`src/rtl/demux8x16_pkg.sv`:
```
// Shared constants and channel-index type for the 8-channel, 16-bit sequential demux.
// Optional overrun detection is enabled by defining DEMUX8X16_OVR_EN.
package demux8x16_pkg;

   localparam int unsigned NCH = 8;
   localparam int unsigned DW  = 16;
   localparam int unsigned CW  = 3;

   typedef logic [CW-1:0] ch_t;

   localparam ch_t LAST_CH = ch_t'(NCH - 1);

endpackage

```
`src/rtl/demux_chan.sv`:
```
// One demux channel: held data register, data-valid flag and sticky overrun flag.
// Overrun logic exists only when DEMUX8X16_OVR_EN is defined; otherwise ovr_o is tied to 0.
module demux_chan
   import demux8x16_pkg::*;
(
   input  logic          clk_i,
   input  logic          rstn_i,
   input  logic          we_i,
   input  logic          ack_i,
   input  logic [DW-1:0] d_i,
   output logic [DW-1:0] y_o,
   output logic          yv_o,
   output logic          ovr_o
);

   logic [DW-1:0] y_q, y_d;
   logic          yv_q, yv_d;

   // A write wins over a same-cycle ACK, so the fresh word stays valid.
   always_comb begin
      y_d  = y_q;
      yv_d = yv_q;
      if (we_i) begin
         y_d  = d_i;
         yv_d = 1'b1;
      end else if (ack_i) begin
         yv_d = 1'b0;
      end
   end

   always_ff @(posedge clk_i) begin
      if (!rstn_i) begin
         y_q  <= '0;
         yv_q <= 1'b0;
      end else begin
         y_q  <= y_d;
         yv_q <= yv_d;
      end
   end

   assign y_o  = y_q;
   assign yv_o = yv_q;

`ifdef DEMUX8X16_OVR_EN
   logic ovr_q, ovr_d;

   // Overwriting an unconsumed word is an overrun; the flag is sticky until reset.
   always_comb begin
      ovr_d = ovr_q | (we_i & yv_q & ~ack_i);
   end

   always_ff @(posedge clk_i) begin
      if (!rstn_i) begin
         ovr_q <= 1'b0;
      end else begin
         ovr_q <= ovr_d;
      end
   end

   assign ovr_o = ovr_q;
`else
   assign ovr_o = 1'b0;
`endif

endmodule

```
`src/rtl/demux8x16_seq.sv`:
```
// Sequential 1-to-8 demux of 16-bit words with auto channel counter, frame pulse and per-channel hold.
// Define DEMUX8X16_OVR_EN to enable sticky per-channel overrun detection on OVR.
module demux8x16_seq
   import demux8x16_pkg::*;
(
   input  logic           CLK,
   input  logic           RSTN,
   input  logic [DW-1:0]  D,
   input  logic           DV,
   input  logic [CW-1:0]  S,
   input  logic           AUTO,
   input  logic           SYNC,
   output logic [DW-1:0]  Y0,
   output logic [DW-1:0]  Y1,
   output logic [DW-1:0]  Y2,
   output logic [DW-1:0]  Y3,
   output logic [DW-1:0]  Y4,
   output logic [DW-1:0]  Y5,
   output logic [DW-1:0]  Y6,
   output logic [DW-1:0]  Y7,
   output logic [NCH-1:0] YV,
   input  logic [NCH-1:0] ACK,
   output logic [CW-1:0]  CH,
   output logic           FRM,
   output logic [NCH-1:0] OVR
);

   ch_t            cnt_q, cnt_d;
   ch_t            tgt;
   logic           frm_q, frm_d;
   logic [NCH-1:0] we;
   logic [DW-1:0]  y [NCH];

   // SYNC in auto mode redirects the current word to channel 0 and restarts the count after it.
   always_comb begin
      tgt = AUTO ? (SYNC ? '0 : cnt_q) : ch_t'(S);

      we = '0;
      if (DV) begin
         we[tgt] = 1'b1;
      end

      cnt_d = cnt_q;
      if (SYNC) begin
         cnt_d = (DV && AUTO) ? ch_t'(1) : '0;
      end else if (DV && AUTO) begin
         cnt_d = cnt_q + ch_t'(1);
      end

      frm_d = DV && AUTO && (tgt == LAST_CH);
   end

   always_ff @(posedge CLK) begin
      if (!RSTN) begin
         cnt_q <= '0;
         frm_q <= 1'b0;
      end else begin
         cnt_q <= cnt_d;
         frm_q <= frm_d;
      end
   end

   for (genvar i = 0; i < NCH; i++) begin : g_chan
      demux_chan u_chan (
         .clk_i  (CLK),
         .rstn_i (RSTN),
         .we_i   (we[i]),
         .ack_i  (ACK[i]),
         .d_i    (D),
         .y_o    (y[i]),
         .yv_o   (YV[i]),
         .ovr_o  (OVR[i])
      );
   end

   assign Y0  = y[0];
   assign Y1  = y[1];
   assign Y2  = y[2];
   assign Y3  = y[3];
   assign Y4  = y[4];
   assign Y5  = y[5];
   assign Y6  = y[6];
   assign Y7  = y[7];
   assign CH  = cnt_q;
   assign FRM = frm_q;

endmodule

```
`config.mk`:
```
export PLATFORM = sky130hd
export DESIGN_NAME = demux8x16_seq
export DESIGN_NICKNAME = d
export VERILOG_FILES = /design/src/rtl/demux8x16_pkg.sv /design/src/rtl/demux_chan.sv /design/src/rtl/demux8x16_seq.sv
export SDC_FILE = /design/constraint.sdc
export NUM_CORES = 1
export LEC_CHECK = 0
export CAP_MARGIN = 20
export CORE_UTILIZATION = 50
export CTS_BUF_LIST = sky130_fd_sc_hd__clkbuf_8
export CTS_CLUSTER_SIZE = 24
export DETAILED_ROUTE_END_ITERATION = 7
export HOLD_SLACK_MARGIN = 0.02
export PLACE_DENSITY = 0.87
export RECOVER_POWER = 50
export SLEW_MARGIN = 20
export SYNTH_ARGS = -nofsm -noshare
export SYNTH_HDL_FRONTEND = slang
export SYNTH_SLANG_ARGS = --single-unit
```
`constraint.sdc`:
```
create_clock -name CLK -period 5 [get_ports CLK]
set_clock_uncertainty 0.2 [all_clocks]
set_input_delay 0.5 -clock CLK [delete_from_list [all_inputs] [get_ports CLK]]
set_output_delay 0.5 -clock CLK [all_outputs]
set_load 0.005 [all_outputs]
```
==> impl_metrics.toml, run 1 <==
[outcome]
status = "finished, final reports clean"

[power_and_ir_drop]
ir_drop_mv = 0.1612
combPwrFrac_pct = 7.2
power.clock.fraction_pct = 42.8
leakage_nw = 3.374
switchingPower_w = 0.0005400
power_density_nw_per_um2 = 315.4
netSwitchingFraction_pct = 23.49
p_int_w = 0.001758
power.share.sequential_pct = 50.0

[routing]
drt-total-wl_um = 13600
routedWlPerCell_um = 16.74
vias = 4241
drc = 0
drt-initial-drc-count = 107
ant_nets = 0
first_pass_iters = 5
vias_per_cell = 5.223

[final_layout]
nets = 699
regArea_sq_um = 2803
n_antenna_cell = 0
area_growth_pct = 39.65
multi_input_area_sq_um = 2150
drive_gt1_share_pct = 7.364
final_area_sq_um = 7288
nFillCells = 723

[cts]
root_buffer = "clkbuf_8"
post-cts-setup-buffers = 0
cts.path.max_buffers = 2
cts_buffers = 17
cts_resized = 0
hold_buffers = 0
path_clk_slew_ns = 0.07
h-tree-depth = 4
clkLatencyLatePin_ns = 0.41
clkSinkCount = 140
cts_tree = "built"

[floorplan]
dieArea_sq_um = 10850
die_y_um = 104.2
start_util_pct = 52.43
die_w_um = 104.2
coreArea_sq_um = 9955
num_io_pins = 180
row_count = 36

[global_route]
grt_pass1_wl_um = 21510
antenna_found_initial = 0
first_global_vias = 4218
gr-total-overflow = 0
grt_max_degree = 80
grt_use_total_pct = 25.30

[timing]
final.period_utilization_pct = 53.92
slew_headroom_pct = 49.07
clock.fmax_mhz = 370.9
tightest_slew_ns = 0.7611
finalSetupTns_ns = 0
grt_setup_unrepaired = "false"
drv_slew = 0
setup_viol = 0
hold_viol_final = 0
period_needed_ns = 2.696

[synth]
synth-edff-count = 0
synth.top_cell.area_share_pct = 53.70
synth_commonest_cells = "dfxtp_1, nand2_1, mux2i_1, nand3_1, o21ai_0"
ys_types = 41
synth-seq-cells = 140
synthCells = 517
yosysSeqAreaShare_pct = 53.70
syn_avg_cell_area_sq_um = 10.09
netlist_area_sq_um = 5219
synth_area_leader_cell = "dfxtp_1"
synth_ff_type = "dfxtp_1"
synth.most_common_cell = "dfxtp_1"
synth_async_sr_flop_share_pct = 0
synth_area_leaders = "dfxtp_1, mux2i_1, nand2_1, nand3_1, o21ai_0"
ys_warn_count = 0

[flow_run]
drv_cap = 0

[worst_setup_path]
crit_arrival_ns = 2.83
cp_max_fo = 17
cp.required_ns = 5.13
crit_type = "in2reg"
worstSetupEndpointType = "flip-flop"
r2r_cells = 4
worst_setup_path_start_kind = "primary input"
reg2reg_slack_ns = 2.81

[hold_path]
min_path_type = "reg2reg"
whs_path_depth = 2

[place]
routabilityCongestion = 0.7708
post_dp_cell_area_sq_um = 6837
port_buffers = 171
hpwl_um = 9354
worst max-delay path, cell delays in order:
cell and delay [ns]:
dlygate4sd3_1 0.85, nand3b_4 0.21, a21boi_4 0.35, nor2b_4 0.63, mux2i_1 0.27
worst paths after layout:
check,from,endpoint
setup / recovery,AUTO,g_chan[1].u_chan.y_o[12]$_SDFFE_PN0P_
hold / removal,g_chan[7].u_chan.y_o[5]$_SDFFE_PN0P_,g_chan[7].u_chan.y_o[5]$_SDFFE_PN0P_
setup reg to reg,CH[0]$_SDFFE_PN0P_,g_chan[1].u_chan.y_o[12]$_SDFFE_PN0P_
hold reg to reg,g_chan[7].u_chan.y_o[5]$_SDFFE_PN0P_,g_chan[7].u_chan.y_o[5]$_SDFFE_PN0P_
cell type report:
cell class                      count  share of cell area [%]
Sequential cell                   140                   38.45
Multi-Input combinational cell    332                   29.49
Timing Repair Buffer              175                   23.86
Clock buffer                       17                   3.210
Clock inverter                     15                   2.695
Tap cell                          133                   2.283
metrics by stage:
stage	instances	worst slack, ns	power [W]	hold slack, ns	util [%]
global placement	780	1.854	0.001343	0.2415	68.60
global route	812	2.164	0.002377	0.2785	73.22
finish	812	2.304	0.002299	0.2583	73.22
detailed placement	780	1.716	0.001349	0.2462	68.68
floorplan	524	3.138	0.001263	0.2486	-
CTS	812	2.113	0.002316	0.2615	73.00
layer usage:
layer  wire length (um)  GRT usage, %  up-vias  part of all wire, %
met2               6755         43.71      151                   50
met3               1029         7.393       13                  7.6
met5                  0             0        -                    0
met4                153         9.694        0                  1.1
li1                   -             -     2041                    -
met1               5657         29.47     2036                   42
state kept, by name (all words and copies together), names as in the netlist:
| name | count |
|---|---|
| CH | 3 |
| g_chan.u_chan.y_o | 128 |
| FRM | 1 |
| g_chan.u_chan.yv_o | 8 |
power groups by stage:
stage	sequential [W]	clock (W)	combinational, W
floorplan	0.00118	0	0.0000865
global placement	0.00117	0	0.000169
detailed placement	0.00118	0	0.000173
CTS	0.00115	0.000992	0.000174
global route	0.00115	0.00105	0.000180
finish	0.00115	0.000983	0.000166
cells by family (layout without fill, tap and decap cells):
group | Yosys count | after routing | synth area share [%]
other cells | 1 | 8 | 0.07186
buf+inv | 52 | 207 | 6.353
xor+xnor | 2 | 2 | 0.3357
fa+ha+maj | 1 | 1 | 0.2397
simple gates | 176 | 176 | 16.37
compound gates | 65 | 65 | 7.576
mux | 80 | 80 | 15.34
flops | 140 | 140 | 53.70
cells in the final DEF, fill, tap and decap left out, types with 4 or more instances in the layout:
cell,instances
buf_4,5
bufinv_16,4
clkbuf_8,17
clkdlybuf4s50_1,33
conb_1,8
dfxtp_1,140
dlygate4sd3_1,137
mux2i_1,80
nand2_1,98
nand2b_1,7
nand3_1,51
o21ai_0,39
o21ai_1,9
No activity file was read; power rests on OpenSTA's default activity.
==> run 2, diff against run 1 <==
CORE_UTILIZATION = 47   (was 50)
PLACE_DENSITY = 0.83   (was 0.87)
clock period = 2.8 ns   (was 5 ns; I/O delays follow)
==> impl_metrics.toml, run 2 (synthesis results as in run 1) <==
[outcome]
status = "finished, final reports clean"

[routing]
vias = 4249
vias_per_cell = 5.150
routedWlPerCell_um = 17.02
first_pass_iters = 4
drt-total-wl_um = 14040
drc = 0
drt-initial-drc-count = 187
ant_nets = 0

[timing]
finalSetupTns_ns = 0
slew_headroom_pct = 53.92
period_needed_ns = 2.195
grt_setup_unrepaired = "false"
fin_worst_hold_slack_ns = 0.2268
setup_viol = 0
clock.fmax_mhz = 455.6
final.period_utilization_pct = 78.39
drv_slew = 0
tightest_slew_ns = 0.6911
hold_viol_final = 0
finalWorstSetupSlack_ns = 0.6051

[final_layout]
multi_input_area_sq_um = 2112
nets = 706
area_growth_pct = 41.07
layout_common_cells = "dfxtp_1, dlygate4sd3_1, nand2_1"
regArea_sq_um = 2803
final_common_cell = "dfxtp_1"
n_antenna_cell = 0
largest_register_ffs = 128
drive_gt1_share_pct = 8.175
nFillCells = 873

[worst_setup_path]
slowest_stage = "dlygate4sd3_1"
reg2reg_slack_ns = 0.89
r2r_cells = 5
worstReg2RegEnd = "g_chan[1].u_chan.y_o[10]$_SDFFE_PN0P_"
crit_type = "in2reg"
cp.required_ns = 2.95
r2r-start = "CH[0]$_SDFFE_PN0P_"
cp_num_cells = 6
worstSetupEndpointType = "flip-flop"
cp_num_buf_inv = 2
cpPeakStageDelay_ns = 0.85
critPathLaunch = "AUTO"
cp_top_family = "buffers and inverters"
worstPathCellList = "dlygate4sd3_1 > nand3b_4 > a21boi_4 > nor2b_2 > buf_4 > mux2i_1"
cp-endpoint = "g_chan[1].u_chan.y_o[10]$_SDFFE_PN0P_"
crit_arrival_ns = 2.34
worst_setup_path_start_kind = "primary input"
cp_max_fo = 17

[cts]
cts_resized = 0
cts.path.max_buffers = 2
cts_buffers = 17
root_buffer = "clkbuf_8"
h-tree-depth = 4
clkSinkCount = 140
post-cts-setup-buffers = 0
clkLatencyLatePin_ns = 0.42
path_clk_slew_ns = 0.07
cts_tree = "built"
hold_buffers = 0

[place]
routabilityCongestion = 0.8241
pre_cts_slack_ns = 0.2497
hpwl_um = 9703
port_buffers = 171

[floorplan]
coreArea_sq_um = 10840
die_y_um = 107.4
start_util_pct = 48.14
dieArea_sq_um = 11530
num_io_pins = 180
die_w_um = 107.4
row_count = 38

[global_route]
grt_use_total_pct = 25.02
grt_max_degree = 71
first_global_vias = 4219
grt_pass1_wl_um = 21890
antenna_found_initial = 0
gr-total-overflow = 0

[power_and_ir_drop]
power_density_nw_per_um2 = 581.4
leakage_nw = 3.420
ir_drop_mv = 0.3164
power_w = 0.004280

[hold_path]
holdCritStartpoint = "RSTN"
min_path_type = "in2reg"

[flow_run]
drv_cap = 0
==> run 2: cell count changes in the layout (fill, tap and decap cells not counted), moves of 2 or more <==
cell	change
bufinv_16	+2
inv_6	-3
o21ai_4	-2
dlygate4sd3_1	-2
clkbuf_8	+2
clkdlybuf4s50_1	+2
o21ai_2	+2
buf_4	+7
==> run 2: final cells by class <==
| class | instances | area share (%) |
|---|---|---|
| clock inverters | 12 | 2.974 |
| repair buffers | 182 | 24.34 |
| multi-input cells | 332 | 28.69 |
| flip-flops and latches | 140 | 38.07 |
| clock buffers | 19 | 3.552 |
| well taps | 140 | 2.379 |
==> run 2: through the flow <==
stage,std cells,cell area (sq um),utilization [%]
global route,825,7362,67.91
detailed placement,794,6890,63.56
floorplan,524,5245,-
CTS,825,7371,67.99
finish,825,7362,67.91
global placement,794,6890,63.56
==> run 2: how the worst min path moves through the flow <==
stage / to / slack (ns) / cells past startpoint
finish: g_chan[0].u_chan.y_o[3]$_SDFFE_PN0P_ / 0.23 / 3
global route: g_chan[0].u_chan.y_o[3]$_SDFFE_PN0P_ / 0.23 / 3
CTS: g_chan[0].u_chan.y_o[3]$_SDFFE_PN0P_ / 0.19 / 3
detailed placement: g_chan[1].u_chan.y_o[0]$_SDFFE_PN0P_ / 0.25 / 2
global placement: g_chan[0].u_chan.y_o[5]$_SDFFE_PN0P_ / 0.24 / 2
floorplan: g_chan[3].u_chan.yv_o$_SDFFE_PN0P_ / 0.25 / 2
==> run 2: metal layers <==
metal / share of wire, % / vias to the layer above / GRT usage [%]
met4: 0.88 / 0 / 8.513
met2: 51 / 138 / 42.49
met5: 0 / - / 0
met3: 6.8 / 11 / 8.051
li1: - / 2043 / -
met1: 42 / 2057 / 29.69
==> run 2: report_power, final <==
part,internal [W],total (W),switching (W),leakage [nW]
Sequential,0.00203,0.00205,0.0000224,1.13
Clock,0.00119,0.00193,0.000736,0.243
Combinational,0.000140,0.000301,0.000161,2.04
Total,0.00336,0.00428,0.000919,3.42
==> run 2: worst reg2reg max path, cell delays in order (launching register included) <==
cell	delay [ns]
dfxtp_1	0.46
nand3b_4	0.15
a21boi_4	0.30
nor2b_2	0.19
buf_4	0.29
mux2i_1	0.24
